$ cat src/rtl/dma_mc_engine_pkg.sv
// Shared types and default widths for the multi-channel DMA engine.
package dma_pkg_hdl;

    localparam int DEF_DATA_WIDTH = 16;
    localparam int DEF_ADDR_WIDTH = 8;
    localparam int DEF_NUM_CH     = 4;
    localparam int DEF_LEN_WIDTH  = 8;
    localparam int DEF_RD_LATENCY = 1;

    typedef enum logic [2:0] {
        IDLE,
        ARB,
        RD,
        WAIT,
        WR
    } dma_eng_state_t;

    typedef struct packed {
        logic [DEF_ADDR_WIDTH-1:0] src;
        logic [DEF_ADDR_WIDTH-1:0] dst;
        logic [DEF_LEN_WIDTH-1:0]  len;
    } dma_desc_t;

endpackage

$ cat src/rtl/dma_mc_engine_if.sv
// Memory-side bus of the DMA engine; the engine is the master and the memory is the slave.
interface dma_mc_engine_if
    import dma_pkg_hdl::*;
#(
    parameter int ADDR_WIDTH = DEF_ADDR_WIDTH,
    parameter int DATA_WIDTH = DEF_DATA_WIDTH
) ();

    logic                  rd_en;
    logic                  wr_en;
    logic [ADDR_WIDTH-1:0] addr;
    logic [DATA_WIDTH-1:0] wdata;
    logic [DATA_WIDTH-1:0] rdata;

    modport master (output rd_en, output wr_en, output addr, output wdata, input rdata);
    modport slave  (input rd_en, input wr_en, input addr, input wdata, output rdata);

endinterface

$ cat src/rtl/dma_mc_engine_rr_arbiter.sv
// Round-robin arbiter: the search starts one past the last granted channel.
module dma_rr_arbiter
    import dma_pkg_hdl::*;
#(
    parameter int NUM_CH = DEF_NUM_CH
) (
    input  logic                      clock,
    input  logic                      reset,
    input  logic [NUM_CH-1:0]         req,
    input  logic                      update,
    output logic [$clog2(NUM_CH)-1:0] grant,
    output logic                      grant_valid
);

    localparam int CH_W = $clog2(NUM_CH);

    logic [CH_W-1:0] ptr_q, ptr_d;
    logic [CH_W-1:0] idx;

    always_comb begin
        grant       = '0;
        grant_valid = 1'b0;
        idx         = '0;
        for (int i = 0; i < NUM_CH; i++) begin
            idx = CH_W'((int'(ptr_q) + i) % NUM_CH);
            if (!grant_valid && req[idx]) begin
                grant_valid = 1'b1;
                grant       = idx;
            end
        end
    end

    always_comb begin
        ptr_d = ptr_q;
        if (update && grant_valid) begin
            if (int'(grant) == NUM_CH - 1) begin
                ptr_d = '0;
            end else begin
                ptr_d = grant + 1'b1;
            end
        end
    end

    always_ff @(posedge clock) begin
        if (!reset) begin
            ptr_q <= '0;
        end else begin
            ptr_q <= ptr_d;
        end
    end

endmodule

$ cat src/rtl/dma_mc_engine.sv
// Multi-channel DMA engine: per-channel descriptors, one word copied per round-robin grant.
module dma_mc_engine
    import dma_pkg_hdl::*;
#(
    parameter int DATA_WIDTH = DEF_DATA_WIDTH,
    parameter int ADDR_WIDTH = DEF_ADDR_WIDTH,
    parameter int NUM_CH     = DEF_NUM_CH,
    parameter int LEN_WIDTH  = DEF_LEN_WIDTH,
    parameter int RD_LATENCY = DEF_RD_LATENCY
) (
    input  logic                      clock,
    input  logic                      reset,
    input  logic                      cfg_valid,
    output logic                      cfg_ready,
    input  logic [$clog2(NUM_CH)-1:0] cfg_ch,
    input  logic [ADDR_WIDTH-1:0]     cfg_src,
    input  logic [ADDR_WIDTH-1:0]     cfg_dst,
    input  logic [LEN_WIDTH-1:0]      cfg_len,
    dma_mc_engine_if.master           bus,
    output logic [NUM_CH-1:0]         busy,
    output logic [NUM_CH-1:0]         done
);

    localparam int CH_W   = $clog2(NUM_CH);
    localparam int WAIT_W = $clog2(RD_LATENCY) + 1;

    typedef struct packed {
        logic [ADDR_WIDTH-1:0] src;
        logic [ADDR_WIDTH-1:0] dst;
        logic [LEN_WIDTH-1:0]  len;
    } chan_desc_t;

    dma_eng_state_t        state_q, state_d;
    chan_desc_t            desc_q [NUM_CH];
    chan_desc_t            desc_d [NUM_CH];
    logic [NUM_CH-1:0]     busy_q, busy_d;
    logic [NUM_CH-1:0]     done_q, done_d;
    logic [CH_W-1:0]       grant_q, grant_d;
    logic [DATA_WIDTH-1:0] data_q, data_d;
    logic [WAIT_W-1:0]     wait_q, wait_d;
    logic [ADDR_WIDTH-1:0] addr_q, addr_d;
    logic [DATA_WIDTH-1:0] wdata_q, wdata_d;

    logic                  rd_en_o, wr_en_o, arb_update;
    logic [ADDR_WIDTH-1:0] addr_o;
    logic [DATA_WIDTH-1:0] wdata_o;
    logic [CH_W-1:0]       arb_grant;
    logic                  arb_valid;
    logic                  accept;

    dma_rr_arbiter #(.NUM_CH(NUM_CH)) u_arb (
        .clock       (clock),
        .reset       (reset),
        .req         (busy_q),
        .update      (arb_update),
        .grant       (arb_grant),
        .grant_valid (arb_valid)
    );

    assign cfg_ready = !busy_q[cfg_ch];
    assign accept    = cfg_valid && cfg_ready;

    always_ff @(posedge clock) begin
        if (!reset) begin
            state_q <= IDLE;
        end else begin
            state_q <= state_d;
        end
    end

    always_comb begin
        state_d = state_q;
        case (state_q)
            IDLE:    if (|busy_q) state_d = ARB;
            ARB:     state_d = RD;
            RD:      state_d = WAIT;
            WAIT:    if (wait_q == '0) state_d = WR;
            WR:      state_d = (|busy_d) ? ARB : IDLE;
            default: state_d = IDLE;
        endcase
    end

    // Outside RD/WR the bus address and write data keep their last driven values.
    always_comb begin
        rd_en_o    = 1'b0;
        wr_en_o    = 1'b0;
        arb_update = 1'b0;
        addr_o     = addr_q;
        wdata_o    = wdata_q;
        case (state_q)
            ARB: arb_update = 1'b1;
            RD: begin
                rd_en_o = 1'b1;
                addr_o  = desc_q[grant_q].src;
            end
            WR: begin
                wr_en_o = 1'b1;
                addr_o  = desc_q[grant_q].dst;
                wdata_o = data_q;
            end
            default: ;
        endcase
    end

    // A busy channel cannot be reconfigured, so cfg writes and WR updates never hit the same channel.
    always_comb begin
        desc_d  = desc_q;
        busy_d  = busy_q;
        done_d  = '0;
        grant_d = grant_q;
        data_d  = data_q;
        wait_d  = wait_q;
        addr_d  = addr_o;
        wdata_d = wdata_o;
        if (accept) begin
            desc_d[cfg_ch] = '{src: cfg_src, dst: cfg_dst, len: cfg_len};
            if (cfg_len == '0) begin
                done_d[cfg_ch] = 1'b1;
            end else begin
                busy_d[cfg_ch] = 1'b1;
            end
        end
        case (state_q)
            ARB: if (arb_valid) grant_d = arb_grant;
            RD:  wait_d = WAIT_W'(RD_LATENCY - 1);
            WAIT: begin
                if (wait_q == '0) begin
                    data_d = bus.rdata;
                end else begin
                    wait_d = wait_q - 1'b1;
                end
            end
            WR: begin
                desc_d[grant_q].src = desc_q[grant_q].src + 1'b1;
                desc_d[grant_q].dst = desc_q[grant_q].dst + 1'b1;
                desc_d[grant_q].len = desc_q[grant_q].len - 1'b1;
                if (desc_q[grant_q].len == LEN_WIDTH'(1)) begin
                    busy_d[grant_q] = 1'b0;
                    done_d[grant_q] = 1'b1;
                end
            end
            default: ;
        endcase
    end

    always_ff @(posedge clock) begin
        if (!reset) begin
            for (int i = 0; i < NUM_CH; i++) begin
                desc_q[i] <= '0;
            end
            busy_q  <= '0;
            done_q  <= '0;
            grant_q <= '0;
            data_q  <= '0;
            wait_q  <= '0;
            addr_q  <= '0;
            wdata_q <= '0;
        end else begin
            desc_q  <= desc_d;
            busy_q  <= busy_d;
            done_q  <= done_d;
            grant_q <= grant_d;
            data_q  <= data_d;
            wait_q  <= wait_d;
            addr_q  <= addr_d;
            wdata_q <= wdata_d;
        end
    end

    assign bus.rd_en = rd_en_o;
    assign bus.wr_en = wr_en_o;
    assign bus.addr  = addr_o;
    assign bus.wdata = wdata_o;
    assign busy      = busy_q;
    assign done      = done_q;

endmodule

$ cat src/flat_wrapper.sv
// flat-port wrapper written by rule: the top's interface ports become plain ports
module dma_mc_engine_flat import dma_pkg_hdl::*;
#(
    parameter int DATA_WIDTH = DEF_DATA_WIDTH,
    parameter int ADDR_WIDTH = DEF_ADDR_WIDTH,
    parameter int NUM_CH     = DEF_NUM_CH,
    parameter int LEN_WIDTH  = DEF_LEN_WIDTH,
    parameter int RD_LATENCY = DEF_RD_LATENCY
)
  (clock, reset, cfg_valid, cfg_ready, cfg_ch, cfg_src, cfg_dst, cfg_len, busy, done, bus_rd_en, bus_wr_en, bus_addr, bus_wdata, bus_rdata);
  dma_mc_engine_if #(.ADDR_WIDTH(ADDR_WIDTH), .DATA_WIDTH(DATA_WIDTH)) bus_i ();
  input  logic clock;
  input  logic reset;
  input  logic cfg_valid;
  output logic cfg_ready;
  input  logic [$clog2(NUM_CH)-1:0] cfg_ch;
  input  logic [ADDR_WIDTH-1:0] cfg_src;
  input  logic [ADDR_WIDTH-1:0] cfg_dst;
  input  logic [LEN_WIDTH-1:0] cfg_len;
  output logic [NUM_CH-1:0] busy;
  output logic [NUM_CH-1:0] done;
  output wire logic [$bits(bus_i.rd_en)-1:0] bus_rd_en;
  output wire logic [$bits(bus_i.wr_en)-1:0] bus_wr_en;
  output wire logic [$bits(bus_i.addr)-1:0] bus_addr;
  output wire logic [$bits(bus_i.wdata)-1:0] bus_wdata;
  input wire logic [$bits(bus_i.rdata)-1:0] bus_rdata;
  assign bus_rd_en = bus_i.rd_en;
  assign bus_wr_en = bus_i.wr_en;
  assign bus_addr = bus_i.addr;
  assign bus_wdata = bus_i.wdata;
  assign bus_i.rdata = bus_rdata;
  dma_mc_engine #(.DATA_WIDTH(DATA_WIDTH), .ADDR_WIDTH(ADDR_WIDTH), .NUM_CH(NUM_CH), .LEN_WIDTH(LEN_WIDTH), .RD_LATENCY(RD_LATENCY)) u_core (.clock(clock), .reset(reset), .cfg_valid(cfg_valid), .cfg_ready(cfg_ready), .cfg_ch(cfg_ch), .cfg_src(cfg_src), .cfg_dst(cfg_dst), .cfg_len(cfg_len), .bus(bus_i), .busy(busy), .done(done));
endmodule
$ cat config.mk
export PLATFORM = sky130hd
export DESIGN_NAME = dma_mc_engine_flat
export DESIGN_NICKNAME = d
export VERILOG_FILES = /design/src/rtl/dma_mc_engine_pkg.sv /design/src/rtl/dma_mc_engine_if.sv /design/src/rtl/dma_mc_engine_rr_arbiter.sv /design/src/rtl/dma_mc_engine.sv /design/src/flat_wrapper.sv
export SDC_FILE = /design/constraint.sdc
export NUM_CORES = 1
export LEC_CHECK = 0
export BUFFER_PORTS_ARGS = -buffer_cell sky130_fd_sc_hd__buf_2
export CORE_UTILIZATION = 54
export CTS_CLUSTER_DIAMETER = 150
export DETAILED_ROUTE_END_ITERATION = 10
export PLACE_DENSITY_LB_ADDON = 0.1
export SLEW_MARGIN = 40
export SYNTH_ARGS = -nofsm -noshare
export SYNTH_HDL_FRONTEND = slang
export SYNTH_HIERARCHICAL = 1
export SYNTH_SLANG_ARGS = --single-unit
$ cat constraint.sdc
create_clock -name clock -period 2.25 [get_ports clock]
set_input_delay 0.5625 -clock clock [delete_from_list [all_inputs] [get_ports clock]]
set_output_delay 0.5625 -clock clock [all_outputs]
set_load 0.1 [all_outputs]
Word-level counts from Yosys, hierarchy flattened

Cells that the tools add are included.

Flip-flop bits (word level): 152
Output and inout bits: 35
Word-level logic and storage cells: 136

Reductions and logical operators: 21
Muxes and demuxes: 59
Order comparisons: 12
Bitwise operators: 7
Eq/ne operators: 8
Add/sub/neg operators: 8

Operators with widths:

| cell                  | number |
|---|---|
| $bwmux W96            | 4 |
| $demux W24 S2         | 4 |
| $mux W96              | 2 |
| $mux W24              | 4 |
| $bmux W24 S2          | 1 |
| $mux W16              | 2 |
| $mux W4               | 8 |
| $lt A2 B3 Y1 const B  | 6 |
| $add A8 B1 Y8 const B | 2 |
| $mux W1               | 16 |
| $pmux W8 S2           | 1 |
| $pmux W3 S5           | 1 |
| $bmux W1 S2           | 5 |
| $mux W2               | 5 |
| $logic_and A1 B1 Y1   | 9 |
| $eq A8 B1 Y1 const B  | 1 |
| $logic_not A8 Y1      | 1 |
| $mux W8               | 1 |
| $or A4 B4 Y4          | 2 |
| $reduce_or A4 Y1      | 2 |
| $sub A8 B1 Y8 const B | 1 |
| $eq A3 B2 Y1 const B  | 2 |
| $ge A3 B3 Y1 const B  | 2 |
| $lt A3 B1 Y1 const B  | 2 |
| 20 further kinds      | 31 |

Logic depth before layout (Yosys ltp)

Gate-level depths: netlist of the first run.

Depth after elaboration: 14
Gate-level depth with buffers: 10

Cells and area by module

The synthesis of the first run kept the hierarchy.

By module, submodules not included:

| module         | cells each | area each (um^2) | instances |
|---|---|---|---|
| dma_mc_engine  | 814        | 7736.2           | 1 |
| dma_rr_arbiter | 25         | 191.4            | 1 |

Least setup slack after synthesis of the first run

No wires, ideal clock.

Path kind: register -> register
From: register u_core.state_q[1]
To: register u_core.addr_q[6]
Clock period less this slack: 4.352 ns
Setup time: 0.127 ns
Stages on the path, launching flop included: 7
Slack: -2.102 ns
Data arrival time: 4.225 ns
Required time: 2.123 ns
Path buffers: 1
Cell sequence: dfxtp_1 -> clkbuf_1 -> nor3b_2 -> nor2_1 -> a22oi_1 -> o21ai_0 -> and2_1

Cells in the longest elaborated chain, start to end: 2

Ends and longest elaborated chain:

| what                                                | RTL line             | source |
|---|---|---|
| start: declaration                                  | dma_mc_engine.sv:33  | `dma_eng_state_t state_q, state_d;` |
| start signal: assignment                            | dma_mc_engine.sv:67  | `state_q <= state_d;` |
| $eq A3 B3 Y1 / $eq A3 B2 Y1 (equally long branches) | dma_mc_engine.sv:90  | `case (state_q)` |
| $pmux W8 S2 (*)                                     | dma_mc_engine.sv:90  |  |
| named net bus_addr[6]                               | flat_wrapper.sv:24   | `output wire logic [$bits(bus_i.addr)-1:0] bus_addr;` |
| end signal: assignment                              | dma_mc_engine.sv:165 | `addr_q <= addr_d;` |
| end: declaration                                    | dma_mc_engine.sv:41  | `logic [ADDR_WIDTH-1:0] addr_q, addr_d;` |

Mark *: on every way through the listed nets, which the timed path passes. The rest lies on a longest branch.
A chain may end at the register's enable or synchronous reset.

Final worst setup path of the first run

From: register u_core.grant_q[0]
To: output port bus_addr[0]

Cells in the longest elaborated chain, start to end: 5

Ends and longest elaborated chain:

| what                             | RTL line                                 | source |
|---|---|---|
| start: declaration               | dma_mc_engine.sv:38                      | `logic [CH_W-1:0] grant_q, grant_d;` |
| start signal: assignment         | dma_mc_engine.sv:162                     | `grant_q <= grant_d;` |
| $not A2 Y3 (not written as such) | dma_mc_engine.sv:94, dma_mc_engine.sv:98 |  |
| $bmux W24 S2                     | dma_mc_engine.sv:94, dma_mc_engine.sv:98 |  |
| $mux W24 (not written as such)   | dma_mc_engine.sv:98                      | `addr_o = desc_q[grant_q].dst;` |
| $mux W24                         | -                                        |  |
| $pmux W8 S2                      | dma_mc_engine.sv:90                      |  |
| end: declaration                 | flat_wrapper.sv:24                       |  |

No other way between the ends. The select of a mux whose other input is x is not followed.

==> results of run 1 <==
-- synth_stat cells, drive strengths merged, types with 3 or more instances --
cell | number | area (um2)
nand2 | 157 | 589
dfxtp | 151 | 3020
mux2i | 59 | 591
a211oi | 48 | 375
o211a | 38 | 380
buf | 36 | 229
clkbuf | 33 | 124
a21oi | 32 | 160
mux2 | 30 | 338
nor2 | 30 | 113
o21ai | 25 | 125
mux4 | 24 | 601
and2 | 22 | 141
a21boi | 18 | 135
nor2b | 18 | 113
and3 | 15 | 93.8
xor2 | 11 | 104
a22oi | 9 | 67.6
nand3 | 9 | 45.0
xnor2 | 9 | 78.8
inv | 8 | 30.0
nor3 | 7 | 51.3
nor4 | 5 | 52.6
ha | 4 | 50.1
or4 | 4 | 33.8
a31oi | 3 | 18.8
nand3b | 3 | 22.5
or2 | 3 | 18.8
-- repair_timing --
action                                  CTS  global route
endpoints found under the setup margin   66            70
resized for setup                        76            52
setup buffers                            19             5
endpoints found under the hold margin     0             0
cloned                                    5             1
hold buffers                              0             0
pin swaps                                22            25
-- critical path: stages (launching register included) --
cell     delay, ns
dfxtp_4       0.38
buf_8         0.14
mux4_2        0.54
a22oi_2       0.25
nand2_4       0.08
buf_12        0.16
-- power breakdown --
part	switching [uW]	total, uW	internal (uW)
registers	73.7	2840	2770
logic	685	1200	520
clock network	1190	3040	1850
total	1950	7090	5140
-- kinds of logic after synthesis --
family                   share of synthesized area [%]
flip-flops                                        38.1
buffers and inverters                             5.03
multiplexers                                      19.3
adder cells (fa/ha/maj)                          0.631
XOR/XNOR                                          2.30
AO/OA/AOI/OAI                                     17.3
AND/OR/NAND/NOR                                   17.3
-- area by class of cell --
| class | instances | area [um2] | area share, % |
|---|---|---|---|
| clock buffer | 20 | 467 | 4.20 |
| clock inverter | 12 | 163 | 1.47 |
| inverter | 10 | 53.8 | 0.485 |
| multi-input combinational | 608 | 5260 | 47.4 |
| sequential | 151 | 3040 | 27.4 |
| tap | 180 | 225 | 2.03 |
| timing repair buffer | 179 | 1890 | 17.0 |
-- metrics by stage --
| stage | power (uW) | hold WS [ns] | TNS (ns) | utilization [%] |
|---|---|---|---|---|
| finish | 7090 | 0.400 | -5.66 | 78.8 |
| global route | 7290 | 0.399 | -8.86 | 78.8 |
| CTS | 7010 | 0.378 | -4.91 | 76.5 |
| detailed placement | 3940 | 0.458 | -1.03 | 68.6 |
| global placement | 3900 | 0.442 | -0.148 | 68.6 |
| floorplan | 3580 | 0.437 | -5.00 | - |
-- path summary, 6_finish.rpt --
check                                       from  cells after the start  slack, ns                             end
setup reg to reg  u_core/grant_q[0]$_SDFFE_PN0P_                      7      -0.14    u_core/desc_q[79]$_SDFF_PN0_
setup / recovery  u_core/grant_q[0]$_SDFFE_PN0P_                      5      -0.29                     bus_addr[0]
hold / removal                      bus_rdata[4]                      3       0.40   u_core/data_q[4]$_SDFFE_PN0P_
hold reg to reg   u_core/data_q[15]$_SDFFE_PN0P_                      2       0.50  u_core/data_q[15]$_SDFFE_PN0P_
-- sequential cells by signal (all words and copies together), names as in the netlist, 3 cells and up --
| name | cells |
|---|---|
| u_core/desc_q | 96 |
| u_core/data_q | 16 |
| u_core/wdata_q | 16 |
| u_core/addr_q | 8 |
| u_core/busy | 4 |
| u_core/done | 4 |
| u_core/state_q | 3 |
-- metal layers --
layer	track usage (%)	up-vias	part of all wire, %
met5	0	-	0
met4	13.5	0	3.3
met3	5.30	74	5.8
met2	58.1	326	51
met1	39.7	3531	40
li1	-	3266	-
==> flow_metrics.env, run 1 <==
export IMPL_final_cells=1160
export IMPL_setup_slack_ns=-0.295
export IMPL_wirelength_um=25100
export IMPL_synthArstFlopShare_pct=0
export IMPL_synth_avg_cell_area_um2=9.45
export IMPL_core_um2=14100
export IMPL_die_w_um=123
export IMPL_hpwl_um=15000
export IMPL_die_area_um2=15200
export IMPL_grt_pass1_vias=7234
export IMPL_overflow=0
export IMPL_peakVddDrop_mv=0.698
export IMPL_numCtsBuffers=17
export IMPL_critPathLaunchType="register"
export IMPL_num_antenna_cells=0
export IMPL_n_fill_cell=826
export IMPL_area_delta_synth_final_pct=40.0
export IMPL_dpl_cell_area_um2=9660
export IMPL_post_route_period_util_pct=113
export IMPL_final_antenna_net_count=0
export IMPL_antenna_found_initial=0
export IMPL_seq_area_frac_synth_pct=38.1
export IMPL_fp_row_count=43
export IMPL_synth_cell_types=66
export IMPL_power_leakage_uw=0.00496
export IMPL_slew_violations=0
export IMPL_grt_pass1_wl_um=38000
export IMPL_syn_nets=888
export IMPL_initial_core_util_pct=56.2
export IMPL_failed_checks="negative setup slack"
export IMPL_dp_cells=1098
export IMPL_min_period_ns=2.54
export IMPL_final_layout_size_suffix_gt1_share_pct=39.1
export IMPL_dr_first_iter_drc_count=742
export IMPL_path_clk_slew_ns=0.06
export IMPL_crit_type="reg -> out"
export IMPL_pin_count=80
export IMPL_synth_enable_flop_cells=0
export IMPL_fmax_ghz=0.393
export IMPL_clock_path_buffers=2
export IMPL_final_common_cell="dfxtp_1"
export IMPL_cp_data_required_time_ns=1.69
export IMPL_worstPathMaxFanout=7
export IMPL_grt_max_degree=66
export IMPL_via_count=7197
export IMPL_final_nets=1016
export IMPL_power_density_nw_per_um2=639
export IMPL_pre_cts_slack_ns=-0.0742
export IMPL_yosysWarningCount=6
export IMPL_tightest_slew_ns=0.713
export IMPL_ys_ff_latch=151
export IMPL_cts_max_level=4
export IMPL_clock_sinks=151
export IMPL_wl_per_cell_um=21.6
export IMPL_drv_cap=0
export IMPL_drc_errors=0
export IMPL_ctsRootBufferMaster="clkbuf_16"
export IMPL_port_buffers=79
export IMPL_vias_per_cell=6.20
export IMPL_synthCells=839
export IMPL_synth_cell_area_um2=7930
export IMPL_synthFlopType="dfxtp_1"
export IMPL_grt_usage_pct=32.9
export IMPL_hold_viol=0
export IMPL_slew_headroom_pct=52.3
export IMPL_rsz0062_at_grt="yes"
export IMPL_skew_ns=0.0101
export IMPL_dieHeight_um=123
export IMPL_first_pass_iters=5
export IMPL_place_congestion=0.891
export IMPL_setup_viol_count_final=42
export IMPL_setup_worst_path_end_class="primary output"
export IMPL_mostFrequentLayoutCells="dfxtp_1, nand2_1, buf_4"
export IMPL_cts_tree="done"
export IMPL_stdcell_area_um2=11100
export IMPL_insertion_delay_ns=0.43
export IMPL_status="finished, violations left"
export IMPL_cp_arrival_ns=1.98
export IMPL_min_path_type="in -> reg"
(Power assumes the default switching activity.)
==> run 2: changes to the inputs <==
- ABC_AREA: not set -> 1
==> flow_metrics.env, run 2 <==
export IMPL_status="finished, violations left"
export IMPL_failed_checks="negative setup slack"
export IMPL_path_clk_slew_ns=0.07
export IMPL_mostFrequentLayoutCells="nand2_1, dfxtp_1, a21oi_1"
export IMPL_synth_avg_cell_area_um2=6.64
export IMPL_drc_errors=0
export IMPL_cp_top_family="buffers and inverters"
export IMPL_dieHeight_um=124
export IMPL_cpMostUsedCell="buf_4"
export IMPL_power_leakage_uw=0.00509
export IMPL_yosysWarningCount=6
export IMPL_critPathLaunchType="register"
export IMPL_vias_per_cell=5.77
export IMPL_via_count=9038
export IMPL_pre_cts_slack_ns=-0.0744
export IMPL_fmax_ghz=0.377
export IMPL_regMostFlops="u_core/desc_q"
export IMPL_skew_ns=0.00620
export IMPL_ys_ff_latch=151
export IMPL_slew_headroom_pct=57.8
export IMPL_grt_usage_pct=34.6
export IMPL_min_period_ns=2.65
export IMPL_cp_slowest_cell="dfxtp_4"
export IMPL_place_congestion=0.970
export IMPL_grt_pass1_wl_um=40200
export IMPL_drv_cap=0
export IMPL_r2r_start="u_core/grant_q[1]$_SDFFE_PN0P_"
export IMPL_pin_count=80
export IMPL_crit_type="reg -> out"
export IMPL_cts_hold_buf=0
export IMPL_first_pass_iters=5
export IMPL_synth_top_area_share_pct=37.9
export IMPL_hpwl_um=17100
export IMPL_slew_violations=0
export IMPL_crit_start="u_core/grant_q[0]$_SDFFE_PN0P_"
export IMPL_setup_viol_count_final=32
export IMPL_tightest_slew_ns=0.633
export IMPL_synthMostInstantiatedCell="nand2_1"
export IMPL_die_area_um2=15300
export IMPL_synthArstFlopShare_pct=0
export IMPL_netlist_top_cells_count="nand2_1, dfxtp_1, a21oi_1, nor2_1, inv_1"
export IMPL_clock_sinks=151
export IMPL_max_stage_delay_ns=0.39
export IMPL_register_area_um2=3040
export IMPL_insertion_delay_ns=0.43
export IMPL_grtUsageMet2_pct=55.8
export IMPL_multi_input_area_um2=4840
export IMPL_synth_enable_flop_cells=0
export IMPL_wirelength_um=27300
export IMPL_synthCells=1201
export IMPL_post_route_period_util_pct=118
export IMPL_area_delta_synth_final_pct=40.7
export IMPL_rsz0062_at_grt="yes"
export IMPL_cp_data_required_time_ns=1.69
export IMPL_cp_arrival_ns=2.09
export IMPL_synth_cell_types=42
export IMPL_wl_per_cell_um=17.4
export IMPL_numCtsBuffers=17
export IMPL_setup_worst_path_end_class="primary output"
export IMPL_reg_top3="u_core/desc_q: 96 flops, u_core/data_q: 16 flops, u_core/wdata_q: 16 flops"
export IMPL_final_nets=1417
export IMPL_hold_viol=0
export IMPL_use_met3_pct=9.41
export IMPL_peakVddDrop_mv=0.688
export IMPL_grt_pass1_vias=8136
export IMPL_top_usage_layer="met2"
export IMPL_holdWs_ns=0.348
export IMPL_path_cells="nor2_4 -> buf_4 -> inv_2 -> o22ai_2 -> nor3_4 -> inv_1 -> nand2_2 -> o211ai_1 -> buf_4 -> buf_12"
export IMPL_clock_path_buffers=2
export IMPL_largest_reg_flops=96
export IMPL_synth_cell_area_um2=7980
export IMPL_min_path_type="in -> reg"
export IMPL_worstPathMaxFanout=6
export IMPL_fp_row_count=44
export IMPL_dr_first_iter_drc_count=875
export IMPL_synthFlopType="dfxtp_1"
export IMPL_antenna_found_initial=0
export IMPL_cts_tree="done"
export IMPL_final_layout_size_suffix_gt1_share_pct=31.7
export IMPL_hold_start="bus_rdata[11]"
export IMPL_port_buffers=79
export IMPL_cts_max_level=4
export IMPL_syn_nets=1250
export IMPL_final_common_cell="nand2_1"
export IMPL_final_antenna_net_count=0
export IMPL_grtUsageMet1_pct=43.2
export IMPL_path_buf_inv=5
export IMPL_synthTopCellsByArea="dfxtp_1, nand2_1, a21oi_1"
export IMPL_n_fill_cell=1022
export IMPL_power_density_nw_per_um2=788
export IMPL_yosysTopAreaCell="dfxtp_1"
export IMPL_die_w_um=124
export IMPL_core_um2=14500
export IMPL_overflow=0
export IMPL_setup_slack_ns=-0.400
export IMPL_seq_area_frac_synth_pct=37.9
export IMPL_initial_core_util_pct=55.1
export IMPL_grt_max_degree=51
export IMPL_ctsRootBufferMaster="clkbuf_16"
run 2: cell types whose count changed in the layout (fill, tap and decap cells not counted), moves of 38 or more:
cell     before  now
nand2_1     100  279
a21oi_1      31  123
inv_1         6   90
nor2_1       25  103
mux2i_1      59    0
nand3_1       8   67
o21ai_0      24   70
o211a_1      38    0
run 2: layout make-up:
class	instances	area share (%)
Sequential cell	151	27.1
Tap cell	184	2.05
Inverter	126	4.41
Antenna cell	1	0.0223
Timing Repair Buffer	214	18.1
Multi-Input combinational cell	858	43.1
Clock inverter	15	1.39
Clock buffer	17	3.79
run 2: metal layers:
| layer | part of all wire, % | vias up |
|---|---|---|
| met1 | 40 | 4160 |
| met2 | 47 | 505 |
| met5 | 0 | - |
| met3 | 9.8 | 98 |
| li1 | - | 4275 |
| met4 | 3.4 | 0 |
run 2: where the power goes:
part	switching, uW	internal, uW	leakage [uW]
Combinational	1840	1190	0.00357
Clock	1280	1570	0.000289
Sequential	137	2830	0.00123
run 2: cells by family (layout without fill, tap and decap cells):
group                      after synthesis  in the layout  share of synthesized area, %
buffers and inverters                  192            372                          9.67
DFF                                    151            151                          37.9
xor gates and xnor gates                 9              9                          1.18
adders and majority gates                4              4                         0.627
other                                    0              1                             0
and+or+nand+nor                        563            563                          30.6
AOI/OAI and AO/OA                      282            282                          20.0
run 2: per-stage QoR:
step | std cells | total power, uW | util (%) | area, um2 | TNS [ns]
final | 1566 | 8840 | 77.5 | 11200 | -4.93
after global routing | 1565 | 9190 | 77.5 | 11200 | -8.24
after CTS | 1548 | 8430 | 73.0 | 10600 | -6.11
after detailed placement | 1490 | 5340 | 66.3 | 9590 | -0.353
after global placement | 1490 | 5320 | 66.3 | 9590 | -0.0888
after floorplan | 1201 | 4550 | - | 8150 | -8.92
run 2: path summary, 6_finish.rpt:
check | endpoint | slack (ns) | depth (start not counted)
min | u_core/data_q[11]$_SDFFE_PN0P_ | 0.35 | 3
min reg2reg | u_core/data_q[11]$_SDFFE_PN0P_ | 0.52 | 2
max | bus_addr[6] | -0.40 | 10
max reg2reg | u_core/state_q[0]$_SDFFE_PN0P_ | -0.16 | 17
run 2: repair_timing:
action                                  4_1_cts  5_1_grt
gates resized for setup                      49      124
endpoints found under the hold margin         0        0
buffers inserted                             28       21
pin swaps                                    15       35
cloned                                        0        2
endpoints found under the setup margin       34       75
run 2: tightest hold or removal path, cell delays in order:
cell and delay (ns):
buf_2 0.07, nor2_1 0.03, nor2_1 0.08
